### src/rtl/bcd_countdown_chain_pkg.sv
// Shared types and helpers for the BCD countdown chain: field widths, FSM state encoding
// and the Led7thanh seven-segment decoder.
package bcd_countdown_chain_pkg;

    localparam int unsigned BCD_W = 4;
    localparam int unsigned SEG_W = 7;

    typedef enum logic [1:0] {
        ST_IDLE    = 2'd0,
        ST_RUN     = 2'd1,
        ST_PAUSED  = 2'd2,
        ST_EXPIRED = 2'd3
    } state_t;

    // Led7thanh: common-anode, active-low, bit order {g,f,e,d,c,b,a}; non-BCD codes blank
    function automatic logic [SEG_W-1:0] led7thanh(input logic [BCD_W-1:0] d);
        logic [SEG_W-1:0] s;
        case (d)
            4'd0:    s = 7'h40;
            4'd1:    s = 7'h79;
            4'd2:    s = 7'h24;
            4'd3:    s = 7'h30;
            4'd4:    s = 7'h19;
            4'd5:    s = 7'h12;
            4'd6:    s = 7'h02;
            4'd7:    s = 7'h78;
            4'd8:    s = 7'h00;
            4'd9:    s = 7'h10;
            default: s = 7'h7F;
        endcase
        return s;
    endfunction

endpackage

### src/rtl/bcd_countdown_chain_digit.sv
// One BCD down-counting digit: wraps from 0 to its MAX and requests a borrow from the
// next digit up; also reports whether a preset fits within MAX.
module bcd_down_digit
    import bcd_countdown_chain_pkg::*;
#(
    parameter logic [BCD_W-1:0] MAX = 4'd9
) (
    input  logic             clk,
    input  logic             reset,
    input  logic             dec_en,
    input  logic             borrow_in,
    input  logic             load,
    input  logic [BCD_W-1:0] load_d,
    output logic [BCD_W-1:0] q,
    output logic             borrow_out,
    output logic             valid_in
);

    logic [BCD_W-1:0] r_q;
    logic             w_dec;

    assign w_dec      = dec_en & borrow_in;
    assign borrow_out = w_dec & (r_q == '0);
    assign valid_in   = (load_d <= MAX);
    assign q          = r_q;

    always_ff @(posedge clk or posedge reset) begin
        if (reset) begin
            r_q <= '0;
        end else if (load) begin
            r_q <= load_d;
        end else if (w_dec) begin
            r_q <= (r_q == '0) ? MAX : r_q - BCD_W'(1);
        end
    end

endmodule

### src/rtl/bcd_countdown_chain.sv
// Multi-digit BCD countdown timer: preset load with per-digit range check, run/pause
// control, borrow-rippled decrement per tick, and a single-cycle expiry pulse.
module bcd_countdown_chain
    import bcd_countdown_chain_pkg::*;
#(
    parameter int unsigned NUM_DIGITS = 4,
    parameter logic [31:0] DIGIT_MAX  = 32'h5959
) (
    input  logic                          clk,
    input  logic                          reset,
    input  logic                          tick,
    input  logic                          load,
    input  logic [BCD_W*NUM_DIGITS-1:0]   load_value,
    input  logic                          start,
    input  logic                          pause,
    output logic [BCD_W*NUM_DIGITS-1:0]   count_bcd,
    output logic [SEG_W*NUM_DIGITS-1:0]   seg,
    output logic                          running,
    output logic                          zero,
    output logic                          done,
    output logic                          load_err
);

    localparam int unsigned CNT_W = BCD_W * NUM_DIGITS;

    state_t                  r_state;
    state_t                  w_state_nxt;
    logic                    r_running;
    logic                    r_done;
    logic                    r_load_err;
    logic                    w_done_nxt;
    logic                    w_load_err_nxt;
    logic                    w_load_en;
    logic                    w_dec_en;
    logic                    w_underflow;
    logic                    w_zero;
    logic                    w_is_one;
    logic [NUM_DIGITS-1:0]   w_valid;
    logic [CNT_W-1:0]        w_count;

    assign w_zero   = (w_count == '0);
    assign w_is_one = (w_count == CNT_W'(1));
    // Decrement is held off at zero so the count can never wrap below 0
    assign w_dec_en = (r_state == ST_RUN) & tick & ~pause & ~w_zero;

    for (genvar g = 0; g < NUM_DIGITS; g++) begin : g_digit
        logic w_bin;
        logic w_bout;

        if (g == 0) begin : g_lsb
            assign w_bin = 1'b1;
        end else begin : g_upper
            assign w_bin = g_digit[g-1].w_bout;
        end

        bcd_down_digit #(
            .MAX (DIGIT_MAX[BCD_W*g +: BCD_W])
        ) u_digit (
            .clk        (clk),
            .reset      (reset),
            .dec_en     (w_dec_en),
            .borrow_in  (w_bin),
            .load       (w_load_en),
            .load_d     (load_value[BCD_W*g +: BCD_W]),
            .q          (w_count[BCD_W*g +: BCD_W]),
            .borrow_out (w_bout),
            .valid_in   (w_valid[g])
        );

        assign seg[SEG_W*g +: SEG_W] = led7thanh(w_count[BCD_W*g +: BCD_W]);
    end

    assign w_underflow = g_digit[NUM_DIGITS-1].w_bout;

    always_ff @(posedge clk or posedge reset) begin
        if (reset) begin
            r_state    <= ST_IDLE;
            r_running  <= 1'b0;
            r_done     <= 1'b0;
            r_load_err <= 1'b0;
        end else begin
            r_state    <= w_state_nxt;
            r_running  <= (w_state_nxt == ST_RUN);
            r_done     <= w_done_nxt;
            r_load_err <= w_load_err_nxt;
        end
    end

    // Priorities: pause over start in RUN; load over start elsewhere
    always_comb begin
        w_state_nxt    = r_state;
        w_done_nxt     = 1'b0;
        w_load_err_nxt = 1'b0;
        w_load_en      = 1'b0;
        case (r_state)
            ST_RUN: begin
                if (pause) begin
                    w_state_nxt = ST_PAUSED;
                end else if (w_zero || w_underflow) begin
                    w_state_nxt = ST_EXPIRED;
                end else if (tick && w_is_one) begin
                    w_state_nxt = ST_EXPIRED;
                    w_done_nxt  = 1'b1;
                end
            end
            default: begin
                if (load) begin
                    if (&w_valid) begin
                        w_load_en   = 1'b1;
                        w_state_nxt = ST_IDLE;
                    end else begin
                        w_load_err_nxt = 1'b1;
                    end
                end else if (start && !pause && !w_zero && (r_state != ST_EXPIRED)) begin
                    w_state_nxt = ST_RUN;
                end
            end
        endcase
    end

    assign count_bcd = w_count;
    assign zero      = w_zero;
    assign running   = r_running;
    assign done      = r_done;
    assign load_err  = r_load_err;

endmodule

### config.mk
export PLATFORM = sky130hd
export DESIGN_NAME = bcd_countdown_chain
export DESIGN_NICKNAME = d
export VERILOG_FILES = /design/src/rtl/bcd_countdown_chain_pkg.sv /design/src/rtl/bcd_countdown_chain_digit.sv /design/src/rtl/bcd_countdown_chain.sv
export SDC_FILE = /design/constraint.sdc
export NUM_CORES = 1
export LEC_CHECK = 0
export BUFFER_PORTS_ARGS = -buffer_cell sky130_fd_sc_hd__buf_4
export CORE_UTILIZATION = 40
export CTS_CLUSTER_DIAMETER = 60
export DETAILED_ROUTE_END_ITERATION = 10
export HOLD_SLACK_MARGIN = 0.1
export PLACE_DENSITY = 0.68
export SLEW_MARGIN = 20
export SYNTH_ARGS = -nofsm -noshare
export SYNTH_HDL_FRONTEND = slang
export SYNTH_SLANG_ARGS = --single-unit
export TNS_END_PERCENT = 50
### constraint.sdc
create_clock -name clk -period 2.05 [get_ports clk]
set_input_delay 0.205 -clock clk [delete_from_list [all_inputs] [get_ports clk]]
set_output_delay 0.205 -clock clk [all_outputs]
set_load 0.005 [all_outputs]
[After elaboration in Yosys (flattened, before gate mapping)]
Memories as Yosys holds them, arrays and structs flattened.
Cells that the tools add are included.
Cells by class
  bitwise gates (word level): 12
  equality and inequality tests: 4
  $mul: 0
  reduce and logical (&&, ||, !) cells: 17
  shift-type cells: 0
  order comparisons: 4
  multiplexer cells: 29
  add/subtract/negate cells: 4
  divide/modulo/power cells: 0
Operator list (number)
  two-way mux 4 bit: 12
  equality test 16 x 1 -> 1 bit, second input constant: 1
  logical NOT 16 bit: 1
  logical NOT 4 bit: 4
  subtractor 4 x 1 -> 4 bit, second input constant: 4
  two-way mux 2 bit: 7
  AND 1 bit: 10
  two-way mux 1 bit: 10
  less-or-equal comparator 4 x 3 -> 1 bit, second input constant: 2
  less-or-equal comparator 4 bit, second input constant: 2
  nonzero test 2 bit: 4
  equality test 2 x 1 -> 1 bit, second input constant: 2
  logical AND 1 bit: 4
  AND reduction 4 bit: 1
  logical NOT 1 bit: 2
  != test 2 bit, second input constant: 1
  inverter 1 bit: 2
  logical OR 1 bit: 1
Word-level totals
  latch bits: 0
  input bits: 22
  register bits after elaboration: 21
  output and inout bits: 48
  memories kept: 4
  bits in read-only memories: 448
  RAM bits: 0
Memories
  (name not given): words 16, bits a word 7, read ports 1, clocked after memory_dff 0, write ports 0, RTL line bcd_countdown_chain_pkg.sv:18  | case (d)
  (name not given): words 16, bits a word 7, read ports 1, clocked after memory_dff 0, write ports 0, RTL line bcd_countdown_chain_pkg.sv:18
  (name not given): words 16, bits a word 7, read ports 1, clocked after memory_dff 0, write ports 0, RTL line bcd_countdown_chain_pkg.sv:18
  (name not given): words 16, bits a word 7, read ports 1, clocked after memory_dff 0, write ports 0, RTL line bcd_countdown_chain_pkg.sv:18

[Longest topological paths before layout]
Gate-level depths: netlist of the first run.
  depth after elaboration: 16
  depth in mapped cells: 7
  mapped depth without buffers: 7

[Hierarchy]
From an unflattened synthesis of the first run, not the netlist that was laid out.
Unflattened totals
  cell total of the unflattened synthesis: 257
  area, all modules: 1990.7 µm²
By module, submodules not included
  bcd_countdown_chain: sequential area each 125.1 µm², times used 1, area an instance 1042.2 µm², cells each 157
  bcd_down_digit (g_digit[0].u_digit ...): sequential area each 100.1 µm², times used 2, area an instance 240.2 µm², cells each 26
  bcd_down_digit (g_digit[1].u_digit ...): sequential area each 100.1 µm², times used 2, area an instance 234.0 µm², cells each 24

[Worst setup path after synthesis of the first run]
Ideal clock, no wire load.
  path type: register to register
  start: register g_digit[1].u_digit.r_q[0]
  end: register g_digit[1].u_digit.r_q[2]
  setup slack: 57 ps
  data required time: 1925 ps
  arrival time: 1869 ps
  cell stages (with the launch flop): 7
  setup time: 125 ps
  path through: dfrtp_1 > inv_1 > ha_1 > or3b_4 > o311ai_4 > a22oi_1 > mux2_2
Between the ends
  cells in the longest elaborated chain, start to end: 6
  elaborated cells on any way between the ends: 11
  those cells by class: 1 x add/sub; 3 x mux; 4 x bitwise; 3 x reduce/logical
RTL lines
  from (decl): RTL line bcd_countdown_chain_digit.sv:19  | logic [BCD_W-1:0] r_q;
  from (signal assigned): RTL line bcd_countdown_chain_digit.sv:31  | r_q <= load_d;
  from (signal assigned): RTL line bcd_countdown_chain_digit.sv:33  | r_q <= (r_q == '0) ? MAX : r_q - BCD_W'(1);
  parallel branches: the longest is 6 deep, another holds subtractor 4 x 1 -> 4 bit
Parallel ways; which one is timed is not known. The select of a mux whose other input is x is not followed.
A chain may end at the register's enable or synchronous reset.

[Worst setup path after layout of the first run]
  start: register g_digit[0].u_digit.r_q[0]
  end: register g_digit[1].u_digit.r_q[3]
Between the ends
  cells in the longest elaborated chain, start to end: 6
  elaborated cells on any way between the ends: 7
  those cells by class: 4 x bitwise; 3 x reduce/logical
RTL lines
  from (decl): RTL line bcd_countdown_chain_digit.sv:19
  from (signal assigned): RTL line bcd_countdown_chain_digit.sv:31
  from (signal assigned): RTL line bcd_countdown_chain_digit.sv:33
  logical NOT 16 bit: RTL line bcd_countdown_chain.sv:41  | assign w_zero = (w_count == '0);
  inverter 1 bit: RTL line bcd_countdown_chain.sv:44  | assign w_dec_en = (r_state == ST_RUN) & tick & ~pause & ~w_zero;
  AND 1 bit: RTL line bcd_countdown_chain.sv:44
  AND 1 bit: RTL line bcd_countdown_chain_digit.sv:23  | assign borrow_out = w_dec & (r_q == '0);
  AND 1 bit *: RTL line bcd_countdown_chain_digit.sv:22  | assign w_dec = dec_en & borrow_in;
  nonzero test 2 bit (no line) *
Mark *: on every way between the ends. The rest lies on a longest branch, timed or not.

==> reports/results.tsv, run 1 <==
metric	value	unit
status	finished, final reports clean	
delay of the slowest critical-path stage	490	ps
Slew @ Worst Pin	349.1	ps
initial antenna violation count	0	
Setup Crit Path Kind	flip-flop to flip-flop	
Mapped Area	2073	µm²
Routed Antenna Nets	0	
diodes inserted	0	
Rel. slew slack	0.7653	
pre-CTS setup slack	51.91	ps
IO buf count	69	
drt drc	0	
dpl cells	422	
First DRT Iteration DRCs	189	
grt ovf	0	
Sink Count	21	
endpoint class of the critical path	flip-flop	
initial core utilization	0.4276	
fin. max-slew vios	0	
top cell type by total area after synthesis	dfrtp_1	
Min Clock Period, post-route	1954	ps
final setup fails	0	
All-Layer GR Usage	0.2300	
final core utilization	0.6302	
final count of hold timing violations	0	
Mapped Cells	258	
vias in the first global route	2140	
net count after synthesis	302	
die width	74.00	µm
clock skew	3.293	ps
Netlist cell types	50	
YS warnings	0	
CP required	2230	ps
worst-path cell chain	inv_1 > ha_1 > nor3b_4 > buf_4 > o311ai_4 > or4_1 > a21oi_1	
setup TNS	0	ps
IO Count	70	
row cnt	25	
sequential fraction of the synthesis area	0.2535	
asr flop ratio synth	1.000	
leak pwr	1.477	nW
layout filler cell count	428	
clock latency on the worst-skew pair	260	ps
Avg Cell Area, Syn	8.036	µm²
TritonCTS buffer count	3	
Worst EP arrival	2130	ps
Chip Height	74.00	µm
clk buf depth	2	
Root Buffer	clkbuf_8	
WL final	6.219	mm
via count	2337	
Vias/cell	5.397	
top cell type's share of synthesized area	0.2535	
die area	5475	µm²
slowest CP cell	or4_1	
layout cells sized above 1	0.3798	
post-route insts no fill	433	
top cells by area, synth	dfrtp_1 25%, ha_1 13%, a21oi_1 6.3%, nand2_1 5.4%, nor2_1 4.3%	
max_cap viols	0	
Placer Congestion	0.8834	
flops & latches, synth	21	
largest net degree at the start of global routing	22	
Worst IR Drop VDD	0.6686	mV
Post-layout nets	411	
Area growth syn-to-layout	47.37	%
final critical-path share of the clock period	0.9533	
Worst-path clk slew	80	ps
Pre-Repair DR Iteration Count	4	
critical path fanouts, max	5	
top cells by count, synth	30 x nand2_1, 26 x a21oi_1, 24 x nor2_1, 22 x ha_1, 21 x dfrtp_1	
Hold Crit Class	input port to flip-flop	
Top delay family on crit path	simple AND/OR/NAND/NOR gates	
Power per Cell Area	1232	nW/µm²
RSZ-0062 raised after global routing	false	
global-route wire length before repair	9.860	mm
EDFF count, synth	0	
CTS tree	built	
HPWL after DPL	4.902	mm
WL/cell	14.36	µm
Fmax	511.7	MHz
dominant synthesized flop cell	dfrtp_1	
count leader, synth	nand2_1	
Worst setup SP type	flip-flop	
core footprint	4848	µm²
slack of the critical path	95.64	ps
H-tree depth	1	
WP buf/inv	2	
[per-layer routing]
layer / global-route usage / vias up / wire [µm] / part of all wire
met5: 0 / - / 0 / 0
met4: 0.05983 / 0 / 72 / 0.012
met3: 0.03117 / 8 / 383 / 0.062
met2: 0.3737 / 93 / 2980 / 0.48
met1: 0.3215 / 1084 / 2782 / 0.45
li1: - / 1152 / - / -
[cells in the final DEF (no fill, tap or decap), types with 3 or more instances in the layout]
cell type / Yosys / final
a21oi_1: 26 / 26
ha_1: 22 / 20
o21ai_1: 4 / 4
or3_1: 3 / 3
nand2b_1: 10 / 10
nand4_1: 4 / 4
or3b_4: 1 / 3
and3_1: 3 / 3
dfrtp_1: 21 / 21
a31oi_1: 7 / 7
inv_1: 10 / 9
inv_2: 5 / 6
o32ai_1: 3 / 3
clkbuf_8: 0 / 3
or2_1: 5 / 5
buf_4: 0 / 113
mux2i_1: 5 / 5
o2bb2ai_1: 6 / 6
nor2_1: 24 / 24
nand2_1: 30 / 30
nor3_1: 8 / 8
o21ai_0: 11 / 11
[per-stage QoR]
| stage | instance area (µm²) | hold WS (ps) | total power, mW |
|---|---|---|---|
| after floorplan | 2073 | 181.5 | 2.011 |
| after CTS | 2975 | 151.1 | 3.664 |
| final | 3055 | 154.6 | 3.766 |
| after global placement | 2914 | 264.6 | 3.347 |
| after global routing | 3055 | 149.8 | 4.112 |
| after detailed placement | 2914 | 263.5 | 3.366 |
[path summary, 6_finish.rpt]
path	slack (ps)	cells after the start	end	from
worst max register to register	100	7	g_digit[1].u_digit.q[3]$_DFFE_PP0P_	g_digit[0].u_digit.q[0]$_DFFE_PP0P_
worst min register to register	630	2	g_digit[2].u_digit.q[2]$_DFFE_PP0P_	g_digit[2].u_digit.q[2]$_DFFE_PP0P_
max in group asynchronous	1280	4	g_digit[3].u_digit.q[0]$_DFFE_PP0P_	reset
min in group asynchronous	540	4	running$_DFF_PP0_	reset
worst min-delay path	150	2	g_digit[0].u_digit.q[0]$_DFFE_PP0P_	load_value[0]
worst max-delay path	100	7	g_digit[1].u_digit.q[3]$_DFFE_PP0P_	g_digit[0].u_digit.q[0]$_DFFE_PP0P_
[cell families (layout without fill, tap and decap cells)]
family,count (synthesis),in the layout,synth area share
AO/OA/AOI/OAI,75,75,0.2378
adder cells (fa/ha/maj),22,22,0.1328
buffers and inverters,25,133,0.04949
flip-flops,21,21,0.2535
multiplexers,7,7,0.03500
AND/OR/NAND/NOR,108,108,0.2915
[flip-flops by register name, summed over array words and instances (netlist names)]
register           count
g_digit.u_digit.q     16
load_err               1
done                   1
r_state                2
running                1
[where the power goes]
group / internal (mW) / switching [mW] / total [mW] / leakage [nW]
Sequential: 0.534 / 0.124 / 0.658 / 0.261
Combinational: 1.50 / 1.34 / 2.84 / 1.19
Clock: 0.138 / 0.134 / 0.272 / 0.0228
[area by class of cell]
class,instances,area (µm²),share of cell area
multi-input cells,212,1486,0.4865
clock buffers,4,45.04,0.01474
inverters,15,56.30,0.01843
repair buffers,114,858.3,0.2809
well taps,67,83.83,0.02744
flip-flops and latches,21,525.5,0.1720
[repair_timing]
action | in CTS | in global routing
endpoints found under the hold margin | 21 | 0
hold buffers | 1 | 0
setup endpoints to repair | 1 | 12
pin swaps | 0 | 2
gates resized for setup | 1 | 8
buffers inserted | 0 | 6
Note: power is estimated with default switching activity, not from simulation.
==> inputs of run 2 (changes only) <==
--- a/config.mk
+++ b/config.mk
@@ -5,12 +5,14 @@
 export SDC_FILE = /design/constraint.sdc
 export NUM_CORES = 1
 export LEC_CHECK = 0
+export ABC_AREA = 1
 export BUFFER_PORTS_ARGS = -buffer_cell sky130_fd_sc_hd__buf_4
 export CORE_UTILIZATION = 40
 export CTS_CLUSTER_DIAMETER = 60
 export DETAILED_ROUTE_END_ITERATION = 10
 export HOLD_SLACK_MARGIN = 0.1
 export PLACE_DENSITY = 0.68
+export REMOVE_ABC_BUFFERS = 1
 export SLEW_MARGIN = 20
 export SYNTH_ARGS = -nofsm -noshare
 export SYNTH_HDL_FRONTEND = slang
==> constraint.sdc (replaced) <==
create_clock -name clk -period 2.05 [get_ports clk]
set_input_delay 0.205 -clock clk [delete_from_list [all_inputs] [get_ports clk]]
set_output_delay 0.205 -clock clk [all_outputs]
set_load 0.01 [all_outputs]
==> reports/results.tsv, run 2 <==
metric	value	unit
area of the multi-input gates	1471	µm²
top cell type by total area after synthesis	dfrtp_1	
largest net degree at the start of global routing	27	
H-tree depth	1	
IO Count	70	
core footprint	5238	µm²
layout filler cell count	525	
Vias/cell	4.818	
clk buf depth	2	
critical path fanouts, max	6	
Min Clock Period, post-route	1923	ps
asr flop ratio synth	1.000	
commonest non-fill, non-tap cell in the layout	nand2_1	
Worst setup SP type	flip-flop	
IO buf count	69	
Avg Cell Area, Syn	6.739	µm²
via count	2255	
Crit path top cell by count	inv_1	
Hold Crit Class	input port to flip-flop	
YS warnings	0	
final count of hold timing violations	0	
global-route wire length before repair	9.239	mm
endpoint class of the critical path	output port	
Worst EP arrival	1720	ps
EDFF count, synth	0	
WL/cell	11.36	µm
First DRT Iteration DRCs	110	
Worst IR Drop VDD	0.8217	mV
Pre-Repair DR Iteration Count	4	
dominant synthesized flop cell	dfrtp_1	
Area growth syn-to-layout	28.72	%
vias in the first global route	2121	
top cells by area, synth	dfrtp_1 24%, nand2_1 17%, ha_1 12%, inv_1 7.1%, o21ai_0 6.5%	
die area	5845	µm²
clock latency on the worst-skew pair	260	ps
most frequent cells in the layout	99 x nand2_1, 73 x buf_4, 42 x inv_1	
count leader, synth	nand2_1	
Worst-path clk slew	80	ps
top cells by count, synth	99 x nand2_1, 42 x inv_1, 29 x o21ai_0, 22 x ha_1, 21 x dfrtp_1	
clock skew	2.255	ps
RSZ-0062 raised after global routing	false	
top cell type's share of synthesized area	0.2370	
fin. max-slew vios	0	
CTS tree	built	
setup TNS	0	ps
drt drc	0	
max_cap viols	0	
CP required	1850	ps
TritonCTS buffer count	3	
reg-to-reg slack, setup	250	ps
status	finished, final reports clean	
Chip Height	76.45	µm
grt ovf	0	
diodes inserted	0	
sequential fraction of the synthesis area	0.2370	
WP buf/inv	3	
worst-path cell chain	inv_1 > ha_1 > nand2_2 > nor2_4 > nand2_4 > inv_1 > buf_4	
leak pwr	1.617	nW
Mapped Area	2217	µm²
Top delay family on crit path	flip-flops	
Post-CTS Setup Bufs	0	
slowest CP cell	dfrtp_1	
Power per Cell Area	1559	nW/µm²
Placer Congestion	0.8498	
All-Layer GR Usage	0.1885	
Setup Crit Path Kind	flip-flop to output port	
flops & latches, synth	21	
final setup fails	0	
initial antenna violation count	0	
slack of the critical path	126.6	ps
final critical-path share of the clock period	0.9383	
die width	76.45	µm
Sink Count	21	
Post-layout nets	443	
delay of the slowest critical-path stage	460	ps
pre-CTS setup slack	269.9	ps
layout cells sized above 1	0.2839	
Fmax	519.9	MHz
Slew @ Worst Pin	535.2	ps
Mapped Cells	329	
initial core utilization	0.4233	
max reg flops	16	
Routed Antenna Nets	0	
row cnt	26	
Rel. slew slack	0.6394	
WL final	5.317	mm
HPWL after DPL	4.189	mm
Register Area	525.5	µm²
Total Power	4.449	mW
Root Buffer	clkbuf_8	
Netlist cell types	29	
run 2: metal layers:
layer	wire length, µm	share of wire	global-route usage	up-vias
li1	-	-	-	1198
met1	2642	0.50	0.2561	993
met2	2346	0.44	0.3099	56
met3	258	0.049	0.03593	8
met4	69	0.013	0.03846	0
met5	0	0	0	-
run 2: what timing repair did:
item,4_1_cts,5_1_grt
setup endpoints to repair,0,2
hold buffers,1,0
endpoints found under the hold margin,21,0
resized for setup,0,4
run 2: worst register-to-register path: stages (launching register included):
cell	delay [ps]
dfrtp_1	470
inv_1	150
ha_1	270
nand2_2	150
inv_1	120
nand2_1	120
nand3_4	100
nand2_4	120
nand2_2	90
nand2_1	70
nand2_1	50
run 2: cell families after synthesis:
logic type | count (synthesis) | share of synthesized area
buf+inv | 53 | 0.1038
xor+xnor | 3 | 0.01185
fa+ha+maj | 22 | 0.1242
flops | 21 | 0.2370
mux | 1 | 0.005079
compound gates | 44 | 0.1100
simple gates | 185 | 0.4080
run 2: layout make-up:
class	count	share of cell area
Clock buffer	4	0.01578
Inverter	44	0.05831
Multi-Input combinational cell	255	0.5156
Sequential cell	21	0.1841
Tap cell	70	0.03069
Timing Repair Buffer	74	0.1955
run 2: per-stage QoR:
step                hold WS [ps]  area, µm²  instances    util
floorplan                  181.5       2153        320       -
global placement           265.3       2789        463  0.5325
detailed placement         275.3       2789        463  0.5325
CTS                        267.9       2844        468  0.5430
global route               279.6       2854        468  0.5449
finish                     272.3       2854        468  0.5449
run 2: power breakdown:
| part | leakage [nW] | switching [mW] | internal [mW] |
|---|---|---|---|
| Clock | 0.0228 | 0.136 | 0.138 |
| Combinational | 1.33 | 1.76 | 1.51 |
| Sequential | 0.267 | 0.323 | 0.580 |
run 2: path summary, 6_finish.rpt:
path                                                  endpoint                                start  cells after the start
min reg2reg                g_digit[3].u_digit.q[0]$_DFFE_PP0P_  g_digit[3].u_digit.q[0]$_DFFE_PP0P_                      2
max in group asynchronous  g_digit[0].u_digit.q[0]$_DFFE_PP0P_                                reset                      4
min                                       r_state[1]$_DFF_PP0_                                 load                      4
max reg2reg                g_digit[3].u_digit.q[3]$_DFFE_PP0P_  g_digit[2].u_digit.q[0]$_DFFE_PP0P_                     10
min in group asynchronous  g_digit[3].u_digit.q[3]$_DFFE_PP0P_                                reset                      4
max                                                       zero  g_digit[2].u_digit.q[0]$_DFFE_PP0P_                      7
